<file path="src/rtl/mem_arb_pkg.sv">
// Shared definitions for the instruction/data cache memory arbiter.
// Provides the arbiter FSM state type, default block address/data widths
// and the requester IDs used by the priority pointer.
package mem_arb_pkg;

  localparam int unsigned ADDR_W_DEF = 6;
  localparam int unsigned DATA_W_DEF = 32;

  // Requester IDs, also the encoding of the one-bit priority pointer.
  localparam logic REQ_D = 1'b0;
  localparam logic REQ_I = 1'b1;

  typedef enum logic [2:0] {
    IDLE,
    D_REQ,
    D_WAIT,
    D_DONE,
    I_REQ,
    I_WAIT,
    I_DONE
  } arb_state_e;

endpackage

</file>
<file path="src/rtl/arb_pick.sv">
// Two-way combinational request picker.
// Ports:
//   req_d, req_i     : pending requests from D-cache / I-cache
//   ptr              : requester favoured when both request (REQ_D / REQ_I)
//   grant_d, grant_i : one-hot (or zero) grant
module arb_pick
  import mem_arb_pkg::*;
(
  input  logic req_d,
  input  logic req_i,
  input  logic ptr,
  output logic grant_d,
  output logic grant_i
);

  always_comb begin
    grant_d = 1'b0;
    grant_i = 1'b0;
    if (req_d && req_i) begin
      grant_d = (ptr == REQ_D);
      grant_i = (ptr == REQ_I);
    end else begin
      grant_d = req_d;
      grant_i = req_i;
    end
  end

endmodule

</file>
<file path="src/rtl/mem_arbiter.sv">
// Sequential arbiter sharing the single main-memory port between the
// instruction cache and the data cache. One block transaction at a time:
// the winner's address/data are latched, the memory handshake is run to
// completion and the winner alone gets its read data and a one-cycle
// busywait release.
// Ports:
//   CLK, RESET                      : clock, async active-high reset
//   DREAD/DWRITE/DADDRESS/DWRITEDATA: D-cache request
//   DREADDATA/DBUSYWAIT             : D-cache response / stall
//   IREAD/IADDRESS                  : I-cache request
//   IREADDATA/IBUSYWAIT             : I-cache response / stall
//   MEM_*                           : main-memory port
// Build option: define ARB_ROUND_ROBIN_EN to alternate priority after each
// completed transaction; otherwise the D-cache always wins ties.
module mem_arbiter
  import mem_arb_pkg::*;
#(
  parameter int unsigned ADDR_W = ADDR_W_DEF,
  parameter int unsigned DATA_W = DATA_W_DEF
) (
  input  logic              CLK,
  input  logic              RESET,
  input  logic              DREAD,
  input  logic              DWRITE,
  input  logic [ADDR_W-1:0] DADDRESS,
  input  logic [DATA_W-1:0] DWRITEDATA,
  output logic [DATA_W-1:0] DREADDATA,
  output logic              DBUSYWAIT,
  input  logic              IREAD,
  input  logic [ADDR_W-1:0] IADDRESS,
  output logic [DATA_W-1:0] IREADDATA,
  output logic              IBUSYWAIT,
  output logic              MEM_READ,
  output logic              MEM_WRITE,
  output logic [ADDR_W-1:0] MEM_ADDRESS,
  output logic [DATA_W-1:0] MEM_WRITEDATA,
  input  logic [DATA_W-1:0] MEM_READDATA,
  input  logic              MEM_BUSYWAIT
);

  arb_state_e        state_q, state_d;
  logic [ADDR_W-1:0] addr_q, addr_d;
  logic [DATA_W-1:0] wdata_q, wdata_d;
  logic              wr_q, wr_d;
  logic [DATA_W-1:0] drdata_q, drdata_d;
  logic [DATA_W-1:0] irdata_q, irdata_d;
  logic              ptr;
  logic              grant_d, grant_i;

`ifdef ARB_ROUND_ROBIN_EN
  logic ptr_q, ptr_d;
  assign ptr = ptr_q;
`else
  assign ptr = REQ_D;
`endif

  arb_pick u_pick (
    .req_d   (DREAD | DWRITE),
    .req_i   (IREAD),
    .ptr     (ptr),
    .grant_d (grant_d),
    .grant_i (grant_i)
  );

  // State and datapath registers.
  always_ff @(posedge CLK or posedge RESET) begin
    if (RESET) begin
      state_q  <= IDLE;
      addr_q   <= '0;
      wdata_q  <= '0;
      wr_q     <= 1'b0;
      drdata_q <= '0;
      irdata_q <= '0;
    end else begin
      state_q  <= state_d;
      addr_q   <= addr_d;
      wdata_q  <= wdata_d;
      wr_q     <= wr_d;
      drdata_q <= drdata_d;
      irdata_q <= irdata_d;
    end
  end

`ifdef ARB_ROUND_ROBIN_EN
  always_ff @(posedge CLK or posedge RESET) begin
    if (RESET) begin
      ptr_q <= REQ_D;
    end else begin
      ptr_q <= ptr_d;
    end
  end
`endif

  // Next-state and latch-enable logic.
  always_comb begin
    state_d  = state_q;
    addr_d   = addr_q;
    wdata_d  = wdata_q;
    wr_d     = wr_q;
    drdata_d = drdata_q;
    irdata_d = irdata_q;
`ifdef ARB_ROUND_ROBIN_EN
    ptr_d    = ptr_q;
`endif
    unique case (state_q)
      IDLE: begin
        if (grant_d) begin
          state_d = D_REQ;
          addr_d  = DADDRESS;
          wdata_d = DWRITEDATA;
          wr_d    = DWRITE;   // write wins when DREAD and DWRITE are both set
        end else if (grant_i) begin
          state_d = I_REQ;
          addr_d  = IADDRESS;
          wr_d    = 1'b0;
        end
      end
      D_REQ:  if (MEM_BUSYWAIT) state_d = D_WAIT;
      D_WAIT: begin
        if (!MEM_BUSYWAIT) begin
          state_d = D_DONE;
          if (!wr_q) drdata_d = MEM_READDATA;
        end
      end
      D_DONE: begin
        state_d = IDLE;
`ifdef ARB_ROUND_ROBIN_EN
        ptr_d   = REQ_I;
`endif
      end
      I_REQ:  if (MEM_BUSYWAIT) state_d = I_WAIT;
      I_WAIT: begin
        if (!MEM_BUSYWAIT) begin
          state_d  = I_DONE;
          irdata_d = MEM_READDATA;
        end
      end
      I_DONE: begin
        state_d = IDLE;
`ifdef ARB_ROUND_ROBIN_EN
        ptr_d   = REQ_D;
`endif
      end
      default: state_d = IDLE;
    endcase
  end

  // Outputs decoded from the registered state, so a reset drops the
  // memory command immediately without waiting for a clock edge.
  always_comb begin
    MEM_READ      = 1'b0;
    MEM_WRITE     = 1'b0;
    MEM_ADDRESS   = addr_q;
    MEM_WRITEDATA = wdata_q;
    DREADDATA     = drdata_q;
    IREADDATA     = irdata_q;
    DBUSYWAIT     = (DREAD | DWRITE) & (state_q != D_DONE);
    IBUSYWAIT     = IREAD & (state_q != I_DONE);
    unique case (state_q)
      D_REQ, D_WAIT: begin
        MEM_READ  = ~wr_q;
        MEM_WRITE = wr_q;
      end
      I_REQ, I_WAIT: MEM_READ = 1'b1;
      default: ;
    endcase
  end

endmodule

</file>
<file path="config.mk">
export PLATFORM = sky130hd
export DESIGN_NAME = mem_arbiter
export DESIGN_NICKNAME = d
export VERILOG_FILES = /design/src/rtl/mem_arb_pkg.sv /design/src/rtl/arb_pick.sv /design/src/rtl/mem_arbiter.sv
export SDC_FILE = /design/constraint.sdc
export NUM_CORES = 1
export LEC_CHECK = 0
export ABC_CLOCK_PERIOD_IN_PS = 5000
export CAP_MARGIN = 30
export CORE_ASPECT_RATIO = 1.2
export CORE_MARGIN = 5
export CORE_UTILIZATION = 31
export CTS_CLUSTER_SIZE = 30
export DETAILED_ROUTE_END_ITERATION = 16
export PLACE_DENSITY_LB_ADDON = 0.15
export SLEW_MARGIN = 30
export SYNTH_ARGS = -nofsm -noshare
export SYNTH_HDL_FRONTEND = slang
export SYNTH_SLANG_ARGS = --single-unit
</file>
<file path="constraint.sdc">
create_clock -name CLK -period 5 [get_ports CLK]
set_clock_uncertainty 0.05 [all_clocks]
set_input_delay 1 -clock CLK [delete_from_list [all_inputs] [get_ports CLK]]
set_output_delay 1 -clock CLK [all_outputs]
set_load 0.02 [all_outputs]
</file>
==> flow_summary.html <==
<table>
<tr><th>Metric</th><th>Value</th></tr>
<tr><th colspan="2">Outcome</th></tr>
<tr><td>Run status</td><td>completed</td></tr>
<tr><th colspan="2">Clock network</th></tr>
<tr><td>TritonCTS Sinks</td><td>around 110</td></tr>
<tr><td>Count of buffers added by post-CTS timing repair for setup</td><td>0</td></tr>
<tr><td>Worst-case clock buffer depth</td><td>2</td></tr>
<tr><td>Clk_lat worst skew</td><td>0.34 ns</td></tr>
<tr><td>TritonCTS clock tree</td><td>yes</td></tr>
<tr><td>H-tree levels</td><td>3</td></tr>
<tr><td>Number of hold-repair buffers added at the cts stage</td><td>0</td></tr>
<tr><td>CTS clk-pin slew, worst paths</td><td>around 0.070 ns</td></tr>
<tr><td>Number of cells upsized or downsized after cts</td><td>0</td></tr>
<tr><td>Clock buffers created by TritonCTS</td><td>9</td></tr>
<tr><td>Cell at the root of the clock tree</td><td>clkbuf_16</td></tr>
<tr><th colspan="2">Worst setup path</th></tr>
<tr><td>Termination of the worst setup path</td><td>DBUSYWAIT</td></tr>
<tr><td>Worst setup path class</td><td>input pin to output pin</td></tr>
<tr><td>Biggest fanout along the worst timing path</td><td>9</td></tr>
<tr><td>Origin of the worst setup path</td><td>DWRITE</td></tr>
<tr><td>Worst reg-to-reg setup slack</td><td>roughly 2.7 ns</td></tr>
<tr><td>Worst R2R Start</td><td>state_q[1]$_DFFE_PP0P_</td></tr>
<tr><td>Worst Path Arrival</td><td>between 2 and 3 ns</td></tr>
<tr><td>Reg-to-reg critical path endpoint</td><td>DREADDATA[30]$_DFFE_PP0P_</td></tr>
<tr><td>Worst Reg2Reg Path Length in Cells</td><td>3</td></tr>
<tr><td>Critical path launch point type</td><td>input pin</td></tr>
<tr><td>Required time of the critical path</td><td>between 3 and 4 ns</td></tr>
<tr><td>Critical path capture point type</td><td>output pin</td></tr>
<tr><th colspan="2">Logic synthesis</th></tr>
<tr><td>Largest area contributor in the netlist</td><td>dfrtp_1</td></tr>
<tr><td>Number of distinct standard cells referenced by the synthesized netlist</td><td>27</td></tr>
<tr><td>Register bit total from synthesis</td><td>approximately 110</td></tr>
<tr><td>Sequential cell area fraction in the yosys report</td><td>between 60 and 70%</td></tr>
<tr><td>Main area contributors after synthesis</td><td>dfrtp_1 (62%), mux2_2 (20%), mux2_4 (10%)</td></tr>
<tr><td>Synth Area per Inst</td><td>approximately 17 sq um</td></tr>
<tr><td>Share of synthesized flip-flops with an asynchronous set or reset</td><td>100.0%</td></tr>
<tr><td>Leading register cell type out of synthesis</td><td>dfrtp_1</td></tr>
<tr><td>Synthesized instance count</td><td>257</td></tr>
<tr><td>Post-synth EDFFs</td><td>0</td></tr>
<tr><td>Post-Syn Area</td><td>4298 sq um</td></tr>
<tr><td>Synthesized Nets</td><td>about 340</td></tr>
<tr><td>Yosys warning count</td><td>0</td></tr>
<tr><td>Area fraction of the dominant cell type after synthesis</td><td>roughly three fifths</td></tr>
<tr><th colspan="2">Global routing</th></tr>
<tr><td>Number of antenna violations at the first check in global routing</td><td>0</td></tr>
<tr><td>Total global-route track usage</td><td>between 10% and 20%</td></tr>
<tr><td>First-pass GRT wire length</td><td>between 15,000 and 20,000 microns</td></tr>
<tr><td>Number of global-route vias before repair</td><td>between 3,000 and 4,000</td></tr>
<tr><td>Largest net degree at the start of global routing</td><td>75</td></tr>
<tr><td>Global route overflow</td><td>0</td></tr>
<tr><th colspan="2">Timing</th></tr>
<tr><td>Final setup violation count</td><td>0</td></tr>
<tr><td>Setup repair after global routing missed its margin</td><td>no</td></tr>
<tr><td>Hold violation total from the final report</td><td>0</td></tr>
<tr><td>Final period util</td><td>75.34%</td></tr>
<tr><td>Worst hold slack</td><td>around 0.43 ns</td></tr>
<tr><td>Max Clk Rate</td><td>approximately 270 MHz</td></tr>
<tr><td>Slew Limit Fails</td><td>0</td></tr>
<tr><td>Final worst setup slack</td><td>approximately 1.2 ns</td></tr>
<tr><td>Worst Max-Slew Pin Slew</td><td>slightly above 0.8 ns</td></tr>
<tr><td>Tightest slew margin relative to the limit</td><td>44.60%</td></tr>
<tr><td>Final Critical Period</td><td>roughly 3.8 ns</td></tr>
<tr><td>Post-route setup TNS</td><td>0 ns</td></tr>
<tr><th colspan="2">Layout</th></tr>
<tr><td>Most common cell after layout, fill and taps aside</td><td>clkdlybuf4s50_1</td></tr>
<tr><td>Post-synthesis to final-layout area growth</td><td>53.45%</td></tr>
<tr><td>Count of antenna diodes in the layout</td><td>0</td></tr>
<tr><td>Final cell count without fillers</td><td>just over 600</td></tr>
<tr><td>Highest-count cells in the layout ignoring fill and taps</td><td>clkdlybuf4s50_1 (187), dfrtp_1 (106), mux2_2 (77)</td></tr>
<tr><td>Fraction of layout instances using a drive strength above 1</td><td>between 20% and 30%</td></tr>
<tr><td>Final Cell Area</td><td>between 6000 and 7000 sq um</td></tr>
<tr><td>Nets@finish</td><td>526</td></tr>
<tr><th colspan="2">Floorplan</th></tr>
<tr><td>Effective utilization at floorplan</td><td>a little under a third</td></tr>
<tr><td>DIE WIDTH</td><td>~120 microns</td></tr>
<tr><td>Row Count</td><td>between 40 and 50</td></tr>
<tr><td>Area inside the core boundary</td><td>13,700 sq um</td></tr>
<tr><td>Y dimension of the die</td><td>between 100 and 150 microns</td></tr>
<tr><td>DIE AREA</td><td>approximately 16,000 sq um</td></tr>
<tr><td>IO Count</td><td>between 150 and 200</td></tr>
<tr><th colspan="2">Routing</th></tr>
<tr><td>Antenna-violating nets left</td><td>0</td></tr>
<tr><td>WL/cell</td><td>around 17 microns</td></tr>
<tr><td>Total wire length after detailed routing</td><td>10,510 microns</td></tr>
<tr><td>Via total after detailed routing</td><td>~2,800</td></tr>
<tr><td>Avg Vias per Cell</td><td>about 4.5</td></tr>
<tr><td>Number of remaining DRC errors</td><td>0</td></tr>
<tr><td>Drt first pass iters</td><td>4</td></tr>
<tr><td>Drt initial violations</td><td>98</td></tr>
<tr><th colspan="2">Placement</th></tr>
<tr><td>Setup slack after placement</td><td>about 1.2 ns</td></tr>
<tr><td>Cell Area, Placed</td><td>roughly 6300 sq um</td></tr>
<tr><td>HPWL reported at the end of detailed placement</td><td>around 7600 microns</td></tr>
<tr><td>Port Buffer Count</td><td>187</td></tr>
<tr><td>Cell Count Post-Placement</td><td>slightly above 600</td></tr>
<tr><td>Global placer's final weighted congestion</td><td>~0.8</td></tr>
<tr><th colspan="2">Pwr</th></tr>
<tr><td>PwrDens</td><td>694.8 nW/um^2</td></tr>
<tr><td>Leakage</td><td>approximately 0.0028 uW</td></tr>
<tr><td>VDD IR max</td><td>between 300 and 400 uV</td></tr>
<tr><th colspan="2">Run</th></tr>
<tr><td>Max cap viols</td><td>0</td></tr>
<tr><th colspan="2">Min path</th></tr>
<tr><td>Class of the most critical hold timing path</td><td>register to register</td></tr>
</table>
## area by class of cell
cell class	instances	area [sq um]
multi-input combinational	133	1510
timing repair buffer	189	1887
clock inverter	3	47.55
clock buffer	13	260.3
inverter	5	23.77
fill	1257	7107
tap	171	214.0
sequential	106	2653
## metrics by stage
stage	power [uW]	utilization, %
after floorplan	2810	-
after global placement	3875	45.87
after detailed placement	3916	45.87
after CTS	4666	48.11
after global routing	4840	48.13
final	4582	48.13
## how the worst min path moves through the flow
stage | from | end | slack [ns] | cells past startpoint
global route | IREADDATA[8]$_DFFE_PP0P_ | IREADDATA[8]$_DFFE_PP0P_ | 0.45 | 1
floorplan | wr_q$_DFFE_PP0P_ | wr_q$_DFFE_PP0P_ | 0.46 | 1
finish | IREADDATA[8]$_DFFE_PP0P_ | IREADDATA[8]$_DFFE_PP0P_ | 0.43 | 1
global placement | IREADDATA[8]$_DFFE_PP0P_ | IREADDATA[8]$_DFFE_PP0P_ | 0.42 | 1
CTS | IREADDATA[8]$_DFFE_PP0P_ | IREADDATA[8]$_DFFE_PP0P_ | 0.44 | 1
detailed placement | IREADDATA[8]$_DFFE_PP0P_ | IREADDATA[8]$_DFFE_PP0P_ | 0.42 | 1
## kinds of logic (layout without fill, tap and decap cells)
logic type                Yosys count  in the layout  share of synthesized area [%]
muxes                             109            109                          31.18
xor gates and xnor gates            2              2                         0.4076
DFF                               106            106                          61.72
AOI/OAI and AO/OA                  11             11                          1.659
buffers and inverters              18            210                          3.231
and+or+nand+nor                    11             11                          1.805
## routing by layer
layer / wire length [microns] / global-route usage [%] / share of wire [%] / vias up
met1: 4186 / 14.87 / 40 / 1394
met4: 186 / 5.133 / 1.8 / 0
li1: - / - / - / 1285
met3: 1258 / 6.895 / 12 / 11
met5: 0 / 0 / 0 / -
met2: 4877 / 20.08 / 46 / 119
## report_power, final
group	switching (uW)	internal [uW]	total (uW)
Clock	298	418	716
Sequential	258	1290	1550
Combinational	1030	1290	2320
Total	1580	3000	4580
## flip-flops by register name, summed over array words and instances (netlist names)
register,cells
DREADDATA,32
IREADDATA,32
MEM_WRITEDATA,32
MEM_ADDRESS,6
state_q,3
wr_q,1
## Yosys cell counts (2+ instances only)
| library cell | instances |
|---|---|
| nor3_1 | 2 |
| nor2_1 | 3 |
| buf_12 | 3 |
| mux2_1 | 2 |
| xnor2_1 | 2 |
| a21oi_1 | 2 |
| mux2_2 | 77 |
| dfrtp_1 | 106 |
| inv_1 | 5 |
| mux2_4 | 30 |
| a31oi_1 | 3 |
| buf_6 | 2 |
| buf_2 | 6 |
## critical path, stage by stage
cell and delay (ns):
clkdlybuf4s50_1 0.47, nor2_1 0.59, a31oi_1 0.08, clkdlybuf4s50_1 0.58
Power figures use the tool's default switching activity.
==> RTL edit 1: new RTL, config.mk and constraints unchanged <==
Change the package constant `ADDR_W_DEF` from 6 to 7.
--- a/src/rtl/mem_arb_pkg.sv
+++ b/src/rtl/mem_arb_pkg.sv
@@ -3,7 +3,7 @@
 // and the requester IDs used by the priority pointer.
 package mem_arb_pkg;
 
-  localparam int unsigned ADDR_W_DEF = 6;
+  localparam int unsigned ADDR_W_DEF = 7;
   localparam int unsigned DATA_W_DEF = 32;
 
   // Requester IDs, also the encoding of the one-bit priority pointer.
Ports: changed (resized DADDRESS, IADDRESS and MEM_ADDRESS); port bits go from 188 to 191. No check against the original RTL was run, so the function may have changed too.
==> RTL edit 1 against the original RTL <==
  * Power up 0.37%
  * Area after synthesis up 1.1%
  * Worst setup slack better by 0.12 ns
  * Sequential cell count up 1
  * Cell area up 0.93%
  * Non-clock buffer count up 3
  * Wire length up 1.4%
  * Global-route usage up 0.31 points
  * Sequential share of layout area about the same
  * Register-to-register slack about the same
  * Largest cell class unchanged
  * Highest routed layer is now met5
==> RTL edit 1: results (changes against the original RTL) <==
| Metric | Value |
|---|---|
| Data arrival, critical path | 2.60 ns (was 2.72 ns) |
| DR vias | 2854 (was 2809) |
| M3 GR Usage | 8.604% (was 6.895%) |
| Layout clock area frac | 4.380% (was 4.667%) |
| Synth top cells by count | 107 x dfrtp_1, 78 x mux2_2, 30 x mux2_4 (was 106 x dfrtp_1, 77 x mux2_2, 30 x mux2_4) |
| Yosys reg bits | 107 (was 106) |
| Register area share after synthesis | 61.62% (was 61.72%) |
| Synth top area cells | dfrtp_1 62%, mux2_2 20%, mux2_4 10% (unchanged) |
| Met2 wire len | 5015 um (was 4877 um) |
| CP max stage cell | clkdlybuf4s50_1 (was nor2_1) |
| Total CTS buffers | 9 (unchanged) |
| Non-clock buffer share | 28.80% (was 28.61%) |
| Initial antenna violation count | 1 (was 0) |
| DRT Wirelength | 10660 um (was 10510 um) |
| Met3 wire len | 1333 um (was 1258 um) |
| Vias per inst | 4.552 (was 4.531) |
| Met2 Track Usage GR | 20.59% (was 20.08%) |
| Place WS | 1.343 ns (was 1.227 ns) |
| Iteration-0 DRC Markers | 84 (was 98) |
| Layout cells sized above 1 | 28.95% (was 28.73%) |
| GRT Overall Usage | 13.19% (was 12.88%) |
| Vias in the first global route | 3325 (was 3194) |
| IO buf count | 190 (was 187) |
| Outcome | complete, no violations (unchanged) |
| Worst Path Max Fanout | 10 (was 9) |
| P_sw | 1609 uW (was 1581 uW) |
| Synth Area in Compound Gates | 1.756% (was 1.659%) |
| Highest routed layer | met5 (was met4) |
| Comb_multi_in | 136 (was 133) |
| Dpl cell area | 0.006365 sq mm (was 0.006285 sq mm) |
| Leakage | 0.002797 uW (was 0.002776 uW) |
| Slew margin rel. | 42.34% (was 44.60%) |
| Post-synthesis mux area share | 31.10% (was 31.18%) |
| Clock network fraction of design power | 15.0% (was 15.6%) |
| Sequential cell area | 0.002678 sq mm (was 0.002653 sq mm) |
| Fin nets | 535 (was 526) |
| CP max stage delay | 0.57 ns (was 0.59 ns) |
| Fillers | 1259 (was 1257) |
| Largest net degree at the start of global routing | 84 (was 75) |
| GR met1 Demand/Resource | 14.43% (was 14.87%) |
| Worst ir drop on vdd | 0.3217 mV (was 0.3483 mV) |
| Post-synthesis cell type count | 28 (was 27) |
| Placed insts | 611 (was 604) |
| 1st-pass router iterations | 3 (was 4) |
| Pwr Density | 690.9 mW/mm^2 (was 694.8 mW/mm^2) |
==> RTL edit 1: cell types whose count changed after synthesis <==
cell / change
nor2_1: -1
o21ai_0: +1
nand2_1: +1
mux2_2: +1
nor2_2: +1
dfrtp_1: +1
==> RTL edit 1: how the worst min path moves through the flow <==
stage | start | slack [ns] | to | cells after the start
2_1_floorplan | wr_q | 0.49 | wr_q | 2
3_3_place_gp | IREADDATA[5] | 0.42 | IREADDATA[5] | 1
3_5_place_dp | DREADDATA[17] | 0.44 | DREADDATA[17] | 1
4_1_cts | MEM_WRITEDATA[12] | 0.46 | MEM_WRITEDATA[12] | 1
5_1_grt | MEM_WRITEDATA[15] | 0.47 | MEM_WRITEDATA[15] | 1
6_report | IREADDATA[5] | 0.45 | IREADDATA[5] | 1
==> RTL edit 1: cell families after synthesis <==
kind of cell,count (synthesis)
XOR/XNOR,2
AND/OR/NAND/NOR,12
buffers and inverters,18
AO/OA/AOI/OAI,12
multiplexers,110
flip-flops,107
==> RTL edit 2: new RTL, config.mk and constraints unchanged <==
Made on the original files. Encoding of `arb_state_e`: now one-hot (7 bits for 7 states).
--- a/src/rtl/mem_arb_pkg.sv
+++ b/src/rtl/mem_arb_pkg.sv
@@ -10,14 +10,14 @@
   localparam logic REQ_D = 1'b0;
   localparam logic REQ_I = 1'b1;
 
-  typedef enum logic [2:0] {
-    IDLE,
-    D_REQ,
-    D_WAIT,
-    D_DONE,
-    I_REQ,
-    I_WAIT,
-    I_DONE
+  typedef enum logic [6:0] {
+    IDLE   = 7'b0000001,
+    D_REQ  = 7'b0000010,
+    D_WAIT = 7'b0000100,
+    D_DONE = 7'b0001000,
+    I_REQ  = 7'b0010000,
+    I_WAIT = 7'b0100000,
+    I_DONE = 7'b1000000
   } arb_state_e;
 
 endpackage
Formal check against the unedited RTL: same outputs for any inputs over 4 cycles, from zero or initial values and one cycle with RESET high; so few cycles prove little.
==> RTL edit 2 against the original RTL <==
  * Wire length increased by 4.0%
  * Cell area increased by 3.5%
  * Worst setup slack improved by 0.33 ns
  * Area after synthesis increased by 4.5%
  * Power decreased by 13%
  * Sequential power decreased by 8%
  * Sequential cell count increased by 4
  * Fmax increased by 9.6%
  * Count of clock-buffer cells in the layout decreased by 1
  * Cell count increased by 4.2%
  * Register-to-register slack got worse by 0.04 ns
==> RTL edit 2: results (changes against the original RTL) <==
| Metric | Value |
|---|---|
| Outcome | complete, no violations (unchanged) |
| Vias per inst | 4.633 (was 4.531) |
| Synth top cells by count | 109 x dfrtp_1, 78 x mux2_2, 30 x mux2_4 (was 106 x dfrtp_1, 77 x mux2_2, 30 x mux2_4) |
| Layout cells sized above 1 | 29.09% (was 28.73%) |
| Net Sw Frac | 33.37% (was 34.51%) |
| Worst r2r src | state_q[6] (was state_q[1]) |
| Largest net degree at the start of global routing | 65 (was 75) |
| Iteration-0 DRC Markers | 143 (was 98) |
| Minimum clock period | 3.436 ns (was 3.767 ns) |
| Class of the worst hold path | reg -> reg (unchanged) |
| Leakage | 0.002939 uW (was 0.002776 uW) |
| GRT Overall Usage | 12.94% (was 12.88%) |
| Pwr Density | 585.7 mW/mm^2 (was 694.8 mW/mm^2) |
| CP max stage cell | clkdlybuf4s50_1 (was nor2_1) |
| Post-synthesis mux area share | 29.58% (was 31.18%) |
| DRT Wirelength | 10930 um (was 10510 um) |
| Post-synthesis cell type count | 32 (was 27) |
| Hold path startpoint | IREADDATA[26] (was IREADDATA[8]) |
| Slew @ Worst Pin | 0.7943 ns (was 0.8309 ns) |
| Register area share after synthesis | 61.31% (was 61.72%) |
| First-pass GRT wire length | 17440 um (was 17070 um) |
| Xor and xnor area share after synthesis | 0.1950% (was 0.4076%) |
| Worst ir drop on vdd | 0.2698 mV (was 0.3483 mV) |
| Fillers | 1309 (was 1257) |
| Ys flop type | dfrtp_1 (unchanged) |
| Vias in the first global route | 3269 (was 3194) |
| Synth Area in Compound Gates | 2.089% (was 1.659%) |
| Synthesized area per cell | 16.39 sq um (was 16.72 sq um) |
| Dpl cell area | 0.006515 sq mm (was 0.006285 sq mm) |
| Worst Path Max Fanout | 3 (was 9) |
| 1st-pass router iterations | 4 (unchanged) |
| DR vias | 2993 (was 2809) |
| DIE WIDTH | 119.9 um (was 117.5 um) |
| Fin nets | 548 (was 526) |
| CP max stage delay | 0.63 ns (was 0.59 ns) |
| Data arrival, critical path | 2.39 ns (was 2.72 ns) |
| Detailed Place HPWL | 7842 um (was 7614 um) |
| Synth Net Count | 356 (was 339) |
RTL edit 2: cell types whose count changed in the layout (fill, tap and decap cells not counted), sizes merged, moves of 2 or more:
| cell | change |
|---|---|
| o21ai | +2 |
| buf | +3 |
| nand2b | +3 |
| a21o | +3 |
| a31oi | -2 |
| nand2 | +2 |
| dfrtp | +3 |
| nor3 | +4 |
| and2 | +2 |
RTL edit 2: worst paths after layout:
check	cells after the start	slack [ns]	to
min in group asynchronous	2	1.09	IREADDATA[1]
setup reg to reg	4	2.62	DREADDATA[31]
setup / recovery	4	1.56	DBUSYWAIT
max in group asynchronous	3	2.86	state_q[0]
hold / removal	1	0.46	IREADDATA[26]
hold reg to reg	1	0.46	IREADDATA[26]
RTL edit 2: final cells by class:
class	count	share of cell area [%]
flip-flops and latches	110	40.36
repair buffers	192	27.98
multi-input cells	149	23.67
clock buffers	12	3.759
well taps	175	3.209
clock inverters	4	0.7701
inverters	4	0.2567
RTL edit 2: worst register-to-register path: stages (launching register included):
cell	delay [ns]
dfrtp_1	0.45
or3_4	0.43
nor4b_4	0.28
and2_4	0.62
mux2_2	0.43
RTL edit 2: power by group through the flow:
stage,clock [uW],combinational [uW],sequential (uW)
4_1_cts,774,1860,1420
3_3_place_gp,0,1850,1420
2_1_floorplan,0,605,1810
6_report,747,1830,1420
3_5_place_dp,0,1860,1430
5_1_grt,810,1950,1460
RTL edit 2: per-layer routing:
layer  vias up  GRT usage [%]  wire length (um)
met5         -              0                 0
met1      1500          15.91              4574
met2       123          20.30              5153
met3        17          4.745               951
li1       1353              -                 -
met4         0          6.031               252
RTL edit 2: through the flow:
step,setup WS [ns],power (uW)
after CTS,1.564,4059
after global placement,1.601,3273
final,1.564,3997
after global routing,1.501,4216
after detailed placement,1.587,3292
after floorplan,1.049,2416
